==> src/rtl/mc_ctrl_pkg.sv <==
// ---------------------------------------------------------------------------
// mc_ctrl_pkg
//   Shared definitions for the multi-cycle MIPS main control FSM.
//   The package holds:
//     - the state encoding
//     - the opcode constants
//     - the datapath select codes
//     - the control bundle produced by the decoder
//     - a dispatch helper used by both the FSM and the decoder
//   Optional feature macro: ILLEGAL_TRAP_EN. It is not used here; it is
//   consumed by mc_ctrl_fsm and mc_ctrl_decode.
// ---------------------------------------------------------------------------
package mc_ctrl_pkg;

  localparam int NUM_STATES = 14;

  typedef enum logic [3:0] {
    S_RESET  = 4'd0,
    S_FETCH  = 4'd1,
    S_DECODE = 4'd2,
    S_MEMADR = 4'd3,
    S_MEMRD  = 4'd4,
    S_MEMWB  = 4'd5,
    S_MEMWR  = 4'd6,
    S_EXEC   = 4'd7,
    S_ALUWB  = 4'd8,
    S_IMMEX  = 4'd9,
    S_IMMWB  = 4'd10,
    S_BRANCH = 4'd11,
    S_JUMP   = 4'd12,
    S_TRAP   = 4'd13
  } state_t;

  localparam logic [5:0] OP_RTYPE   = 6'b000000;
  localparam logic [5:0] OP_LW      = 6'b100011;
  localparam logic [5:0] OP_SW      = 6'b101011;
  localparam logic [5:0] OP_BEQ     = 6'b000100;
  localparam logic [5:0] OP_BNE     = 6'b000101;
  localparam logic [5:0] OP_BGTZ    = 6'b000111;
  localparam logic [5:0] OP_J       = 6'b000010;
  // All I-type ALU immediates share the top three opcode bits.
  localparam logic [2:0] OP_IMM_PFX = 3'b001;

  localparam logic [2:0] ALUOP_ADD   = 3'b000;
  localparam logic [2:0] ALUOP_SUB   = 3'b001;
  localparam logic [2:0] ALUOP_FUNCT = 3'b010;
  localparam logic [2:0] ALUOP_IMM   = 3'b011;
  localparam logic [2:0] ALUOP_BGTZ  = 3'b100;

  localparam logic [1:0] SRCB_RT    = 2'b00;
  localparam logic [1:0] SRCB_FOUR  = 2'b01;
  localparam logic [1:0] SRCB_IMM   = 2'b10;
  localparam logic [1:0] SRCB_IMMSH = 2'b11;

  localparam logic [1:0] PCSRC_ALU    = 2'b00;
  localparam logic [1:0] PCSRC_ALUOUT = 2'b01;
  localparam logic [1:0] PCSRC_JUMP   = 2'b10;

  localparam logic [1:0] BR_EQ  = 2'b00;
  localparam logic [1:0] BR_NE  = 2'b01;
  localparam logic [1:0] BR_GTZ = 2'b10;

  typedef struct packed {
    logic       pc_write;
    logic       pc_write_cond;
    logic [1:0] branch_type;
    logic       i_or_d;
    logic       mem_read;
    logic       mem_write;
    logic       ir_write;
    logic       mem_to_reg;
    logic       reg_dst;
    logic       reg_write;
    logic       alu_src_a;
    logic [1:0] alu_src_b;
    logic [1:0] pc_source;
    logic [2:0] alu_op;
    logic       illegal_op;
  } ctrl_t;

  // DECODE dispatch target for an opcode.
  // S_TRAP marks an opcode with no legal destination. The FSM then
  // decides, based on ILLEGAL_TRAP_EN, whether TRAP is really entered.
  function automatic state_t dispatch_state(input logic [5:0] op);
    state_t target;
    target = S_TRAP;
    if (op == OP_RTYPE)                          target = S_EXEC;
    else if (op == OP_LW || op == OP_SW)         target = S_MEMADR;
    else if (op == OP_BEQ || op == OP_BNE ||
             op == OP_BGTZ)                      target = S_BRANCH;
    else if (op == OP_J)                         target = S_JUMP;
    else if (op[5:3] == OP_IMM_PFX)              target = S_IMMEX;
    return target;
  endfunction

  function automatic logic is_legal_op(input logic [5:0] op);
    return dispatch_state(op) != S_TRAP;
  endfunction

endpackage

==> src/rtl/mc_ctrl_decode.sv <==
// ---------------------------------------------------------------------------
// mc_ctrl_decode
//   Purely combinational map from the FSM state, the IR opcode and
//   mem_ready to the full control bundle.
//   Ports:
//     i_state     - current FSM state
//     i_opcode    - IR opcode; selects the branch flavour and the illegal
//                   flag
//     i_mem_ready - qualifies the FETCH strobes ir_write and pc_write
//     o_ctrl      - all control outputs
//   Optional feature macro: ILLEGAL_TRAP_EN (drives illegal_op in TRAP).
// ---------------------------------------------------------------------------
module mc_ctrl_decode
  import mc_ctrl_pkg::*;
#(
  parameter int OPW = 6
) (
  input  state_t           i_state,
  input  logic [OPW-1:0]   i_opcode,
  input  logic             i_mem_ready,
  output ctrl_t            o_ctrl
);

  always_comb begin
    o_ctrl = '0;
    case (i_state)
      S_FETCH: begin
        o_ctrl.mem_read  = 1'b1;
        o_ctrl.alu_src_b = SRCB_FOUR;
        // IR and PC load only on the cycle the instruction word arrives.
        o_ctrl.ir_write  = i_mem_ready;
        o_ctrl.pc_write  = i_mem_ready;
      end
      S_DECODE: begin
        // Branch target is precomputed into ALUOut during DECODE.
        o_ctrl.alu_src_b  = SRCB_IMMSH;
        o_ctrl.illegal_op = !is_legal_op(i_opcode);
      end
      S_MEMADR: begin
        o_ctrl.alu_src_a = 1'b1;
        o_ctrl.alu_src_b = SRCB_IMM;
      end
      S_MEMRD: begin
        o_ctrl.mem_read = 1'b1;
        o_ctrl.i_or_d   = 1'b1;
      end
      S_MEMWB: begin
        o_ctrl.reg_write  = 1'b1;
        o_ctrl.mem_to_reg = 1'b1;
      end
      S_MEMWR: begin
        o_ctrl.mem_write = 1'b1;
        o_ctrl.i_or_d    = 1'b1;
      end
      S_EXEC: begin
        o_ctrl.alu_src_a = 1'b1;
        o_ctrl.alu_src_b = SRCB_RT;
        o_ctrl.alu_op    = ALUOP_FUNCT;
      end
      S_ALUWB: begin
        o_ctrl.reg_write = 1'b1;
        o_ctrl.reg_dst   = 1'b1;
      end
      S_IMMEX: begin
        o_ctrl.alu_src_a = 1'b1;
        o_ctrl.alu_src_b = SRCB_IMM;
        o_ctrl.alu_op    = ALUOP_IMM;
      end
      S_IMMWB: begin
        o_ctrl.reg_write = 1'b1;
      end
      S_BRANCH: begin
        o_ctrl.alu_src_a     = 1'b1;
        o_ctrl.alu_src_b     = SRCB_RT;
        o_ctrl.pc_write_cond = 1'b1;
        o_ctrl.pc_source     = PCSRC_ALUOUT;
        // BRANCH is reached only for beq/bne/bgtz, so beq is the fallback.
        if (i_opcode == OP_BGTZ) begin
          o_ctrl.alu_op      = ALUOP_BGTZ;
          o_ctrl.branch_type = BR_GTZ;
        end else if (i_opcode == OP_BNE) begin
          o_ctrl.alu_op      = ALUOP_SUB;
          o_ctrl.branch_type = BR_NE;
        end else begin
          o_ctrl.alu_op      = ALUOP_SUB;
          o_ctrl.branch_type = BR_EQ;
        end
      end
      S_JUMP: begin
        o_ctrl.pc_write  = 1'b1;
        o_ctrl.pc_source = PCSRC_JUMP;
      end
`ifdef ILLEGAL_TRAP_EN
      S_TRAP: begin
        o_ctrl.illegal_op = 1'b1;
      end
`endif
      default: begin
      end
    endcase
  end

endmodule

==> src/rtl/mc_ctrl_fsm.sv <==
// ---------------------------------------------------------------------------
// mc_ctrl_fsm
//   Multi-cycle main control FSM for the MIPS core. It sequences:
//     fetch -> decode -> execute / memory -> writeback
//   It drives all datapath mux selects, the write strobes and the ALU
//   operation class.
//   Ports:
//     clk, rst_n     - rising-edge clock; asynchronous active-low reset
//     opcode         - IR opcode, valid from DECODE onward
//     mem_ready      - memory completes the current access this cycle
//     pc_write, pc_write_cond, branch_type, pc_source - PC update control
//     i_or_d, mem_read, mem_write, ir_write            - memory port control
//     mem_to_reg, reg_dst, reg_write                   - register file control
//     alu_src_a, alu_src_b, alu_op                     - ALU control
//     illegal_op     - illegal opcode flag
//     state          - current state, for debug
//   Optional feature macro: ILLEGAL_TRAP_EN.
//     Defined:   an illegal opcode parks the FSM in TRAP until reset.
//     Undefined: an illegal opcode is treated as a nop and the FSM
//                returns to FETCH.
// ---------------------------------------------------------------------------
module mc_ctrl_fsm
  import mc_ctrl_pkg::*;
#(
  parameter int OPW = 6,
  parameter int STW = 4
) (
  input  logic             clk,
  input  logic             rst_n,
  input  logic [OPW-1:0]   opcode,
  input  logic             mem_ready,
  output logic             pc_write,
  output logic             pc_write_cond,
  output logic [1:0]       branch_type,
  output logic             i_or_d,
  output logic             mem_read,
  output logic             mem_write,
  output logic             ir_write,
  output logic             mem_to_reg,
  output logic             reg_dst,
  output logic             reg_write,
  output logic             alu_src_a,
  output logic [1:0]       alu_src_b,
  output logic [1:0]       pc_source,
  output logic [2:0]       alu_op,
  output logic             illegal_op,
  output logic [STW-1:0]   state
);

  state_t r_state;
  state_t w_next;
  state_t w_dispatch;
  ctrl_t  w_ctrl;

  assign w_dispatch = dispatch_state(opcode);

  always_ff @(posedge clk or negedge rst_n) begin
    if (!rst_n) r_state <= S_RESET;
    else        r_state <= w_next;
  end

  always_comb begin
    w_next = r_state;
    case (r_state)
      S_RESET:  w_next = S_FETCH;
      S_FETCH:  if (mem_ready) w_next = S_DECODE;
      S_DECODE: begin
`ifdef ILLEGAL_TRAP_EN
        w_next = w_dispatch;
`else
        w_next = (w_dispatch == S_TRAP) ? S_FETCH : w_dispatch;
`endif
      end
      S_MEMADR: w_next = (opcode == OP_SW) ? S_MEMWR : S_MEMRD;
      S_MEMRD:  if (mem_ready) w_next = S_MEMWB;
      S_MEMWB:  w_next = S_FETCH;
      S_MEMWR:  if (mem_ready) w_next = S_FETCH;
      S_EXEC:   w_next = S_ALUWB;
      S_ALUWB:  w_next = S_FETCH;
      S_IMMEX:  w_next = S_IMMWB;
      S_IMMWB:  w_next = S_FETCH;
      S_BRANCH: w_next = S_FETCH;
      S_JUMP:   w_next = S_FETCH;
`ifdef ILLEGAL_TRAP_EN
      S_TRAP:   w_next = S_TRAP;
`else
      // TRAP cannot be reached in this build; recover to FETCH regardless.
      S_TRAP:   w_next = S_FETCH;
`endif
      default:  w_next = S_RESET;
    endcase
  end

  mc_ctrl_decode #(
    .OPW (OPW)
  ) u_decode (
    .i_state     (r_state),
    .i_opcode    (opcode),
    .i_mem_ready (mem_ready),
    .o_ctrl      (w_ctrl)
  );

  assign pc_write      = w_ctrl.pc_write;
  assign pc_write_cond = w_ctrl.pc_write_cond;
  assign branch_type   = w_ctrl.branch_type;
  assign i_or_d        = w_ctrl.i_or_d;
  assign mem_read      = w_ctrl.mem_read;
  assign mem_write     = w_ctrl.mem_write;
  assign ir_write      = w_ctrl.ir_write;
  assign mem_to_reg    = w_ctrl.mem_to_reg;
  assign reg_dst       = w_ctrl.reg_dst;
  assign reg_write     = w_ctrl.reg_write;
  assign alu_src_a     = w_ctrl.alu_src_a;
  assign alu_src_b     = w_ctrl.alu_src_b;
  assign pc_source     = w_ctrl.pc_source;
  assign alu_op        = w_ctrl.alu_op;
  assign illegal_op    = w_ctrl.illegal_op;
  assign state         = STW'(r_state);

endmodule

==> config.mk <==
export PLATFORM = sky130hd
export DESIGN_NAME = mc_ctrl_fsm
export DESIGN_NICKNAME = d
export VERILOG_FILES = /design/src/rtl/mc_ctrl_pkg.sv /design/src/rtl/mc_ctrl_decode.sv /design/src/rtl/mc_ctrl_fsm.sv
export SDC_FILE = /design/constraint.sdc
export NUM_CORES = 1
export LEC_CHECK = 0
export BUFFER_PORTS_ARGS = -buffer_cell sky130_fd_sc_hd__buf_2
export CORE_MARGIN = 4
export CORE_UTILIZATION = 40
export DETAILED_ROUTE_END_ITERATION = 10
export PLACE_DENSITY = 0.71
export SETUP_SLACK_MARGIN = 0.2
export SKIP_LAST_GASP = 1
export SYNTH_ARGS = -nofsm -noshare
export SYNTH_HDL_FRONTEND = slang
export SYNTH_SLANG_ARGS = --single-unit
==> constraint.sdc <==
create_clock -name clk -period 4.04 [get_ports clk]
set_clock_uncertainty 0.05 [all_clocks]
set_input_delay 0.202 -clock clk [delete_from_list [all_inputs] [get_ports clk]]
set_output_delay 0.202 -clock clk [all_outputs]
set_load 0.05 [all_outputs]
==> results.py <==
metrics = {
    "setup_path": {
        "worstRegToRegCells": 4,
        "critPathMaxFanout": 19,
        "cp-start-kind": "register",
        "critPathKind": "register to output port",
        "arrival_ns": 2.06,
        "worstSetupEndpointType": "output port",
        "required_ns": 3.79,
    },
    "sta": {
        "timing.fmax_ghz": 0.433,
        "whs_ns": 0.249,
        "finalCritPeriodShare": 0.571,
        "slew_headroom": 0.555,
        "maxSlewViolCount": 0,
        "min_period_ns": 2.31,
        "hold_viol": 0,
        "fin_tns_setup_ns": 0,
        "worstMarginPinSlew_ns": 0.667,
        "setup_viol": 0,
        "rsz0062_at_grt": "false",
    },
    "route": {
        "wire_per_inst_microns": 12.8,
        "drt_pass1_iterations": 4,
        "via_per_inst": 5.78,
        "vias": 757,
        "drt_iter0_markers": 23,
        "route.detailed.drc": 0,
        "wl_microns": 1680,
        "drtAntennaViolNets": 0,
    },
    "clock_tree": {
        "post-cts-setup-buffers": 0,
        "insertion_delay_ns": 0.24,
        "numCtsBuffers": 3,
        "clock-sinks": 4,
        "clockBufferDepth": 2,
        "htreeDepth": 1,
        "path_clk_slew_ns": 0.04,
        "cts_root_buf": "clkbuf_4",
        "cts_tree": "yes",
    },
    "yosys": {
        "yosysTopAreaCellShare": 0.150,
        "syn_inst": 87,
        "synth_seq_cells": 4,
        "ys_async_sr_fraction": 1.00,
        "avgSynthCellArea_sq_um": 7.67,
        "syn_area_sq_um": 667,
        "synth_area_leaders": "dfrtp_1 (15%), buf_6 (6.8%), a21oi_1 (6.0%), nor2_1 (5.1%), buf_4 (4.5%)",
        "synth_cell_type_count": 44,
        "ys_top_cells_by_count": "nor2_1 (9), a21oi_1 (8)",
        "synth-main-ff-cell": "dfrtp_1",
        "synth_nets": 96,
        "synth_edf_count": 0,
        "seq_area_frac_synth": 0.150,
        "yosysWarnings": 0,
        "synth_top_area_cell": "dfrtp_1",
        "yosysMostFrequentCell": "nor2_1",
    },
    "global_route": {
        "grt_util_all_layers": 0.143,
        "grt_pass1_wl_microns": 2850,
        "grt_overflow": 0,
        "antenna_found_initial": 0,
        "grt_max_degree": 20,
        "grt_pass1_vias": 597,
    },
    "layout": {
        "diodes": 0,
        "area_growth_syn_to_layout_pct": 20.6,
        "post_route_cells_drive_above_1_share": 0.383,
        "largest_reg_flops": 4,
        "multi_input_comb_area_sq_um": 484,
        "fin_cells": 131,
        "nFillCells": 159,
        "seqCellArea_sq_um": 100,
        "fin_nets": 126,
    },
    "floorplanning": {
        "die_area_sq_um": 2380,
        "start_util": 0.433,
        "io_pins": 33,
        "coreArea_sq_um": 1540,
        "die_h_microns": 48.8,
        "rows": 14,
        "die_x_microns": 48.8,
    },
    "pwr": {
        "powerDensity_nw_per_um2": 888,
        "peakVddDrop_mv": 0.277,
        "power_leakage_nw": 0.378,
        "total_power_w": 0.000715,
    },
    "flow_run": {
        "drv_cap": 0,
    },
    "placed_design": {
        "port_buffers": 32,
        "dp.final_hpwl_microns": 1260,
        "placedCellCount": 127,
        "gp_congestion": 0.791,
    },
    "hold_path": {
        "worst_hold_path_type": "primary input to async pin",
    },
    "run_status": {
        "status": "finished clean",
    },
}
stage by stage:
stage	instance area [sq um]	worst slack [ns]	util
after floorplan	667	0.497	-
after global placement	772	2.03	0.501
after detailed placement	772	1.99	0.501
after CTS	805	1.73	0.522
after global routing	805	1.50	0.522
final	805	1.73	0.522
worst max-delay path, cell delays in order, from the launching register on:
cell and delay [ns]:
dfrtp_1 0.61, nand2b_1 0.32, nor2_2 0.25, nand3_1 0.10, nor4b_1 0.22, buf_2 0.31
cell usage in the layout (no fill, tap or decap), types with 2 or more instances in the layout:
master,n
a21oi_1,8
and2_1,2
and4_2,2
buf_2,32
clkbuf_4,3
dfrtp_1,4
inv_1,2
nand2_1,2
nand2b_1,4
nand3_1,3
nand4_1,2
nor2_1,9
nor2b_1,2
nor3_1,4
nor3b_1,2
nor4_1,2
o21ai_0,3
o22ai_1,2
per-layer routing:
layer  GRT usage  share of wire  vias up
met3      0.0398          0.073        0
met2       0.196           0.44       32
met5           0              0        -
met1       0.214           0.48      341
li1            -              -      384
met4      0.0404              0        0
cell families after synthesis:
family	share of synthesized area
AND/OR/NAND/NOR	0.471
AO/OA/AOI/OAI	0.227
buffers and inverters	0.124
flip-flops	0.150
XOR/XNOR	0.0131
multiplexers	0.0150
path summary, 6_finish.rpt:
path                                      start  slack, ns                    to
setup reg to reg           state[2]$_DFFE_PN0P_       2.35  state[1]$_DFFE_PN0P_
min in group clk                      mem_ready       0.35  state[0]$_DFFE_PN0P_
setup / recovery           state[2]$_DFFE_PN0P_       1.73        branch_type[0]
hold / removal                            rst_n       0.25  state[1]$_DFFE_PN0P_
hold reg to reg            state[3]$_DFFE_PN0P_       0.74  state[2]$_DFFE_PN0P_
max in group asynchronous                 rst_n       3.57  state[2]$_DFFE_PN0P_
power by group:
part           internal [W]  switching, W  leakage (nW)
Combinational      0.000143      0.000389         0.313
Clock             0.0000333     0.0000168        0.0138
Sequential        0.0000561     0.0000765        0.0506
Total              0.000232      0.000483         0.378
cell type report:
class,instances,area share
timing repair buffer,33,0.212
tap,16,0.0249
sequential,4,0.124
inverter,2,0.00933
clock buffer,3,0.0280
multi-input combinational,73,0.602
timing repair:
item                      in CTS  in global routing
hold endpoints to repair       4                  0
hold buffers                   1                  0
resized for setup              0                  0
Note: power is estimated with default switching activity, not from simulation.
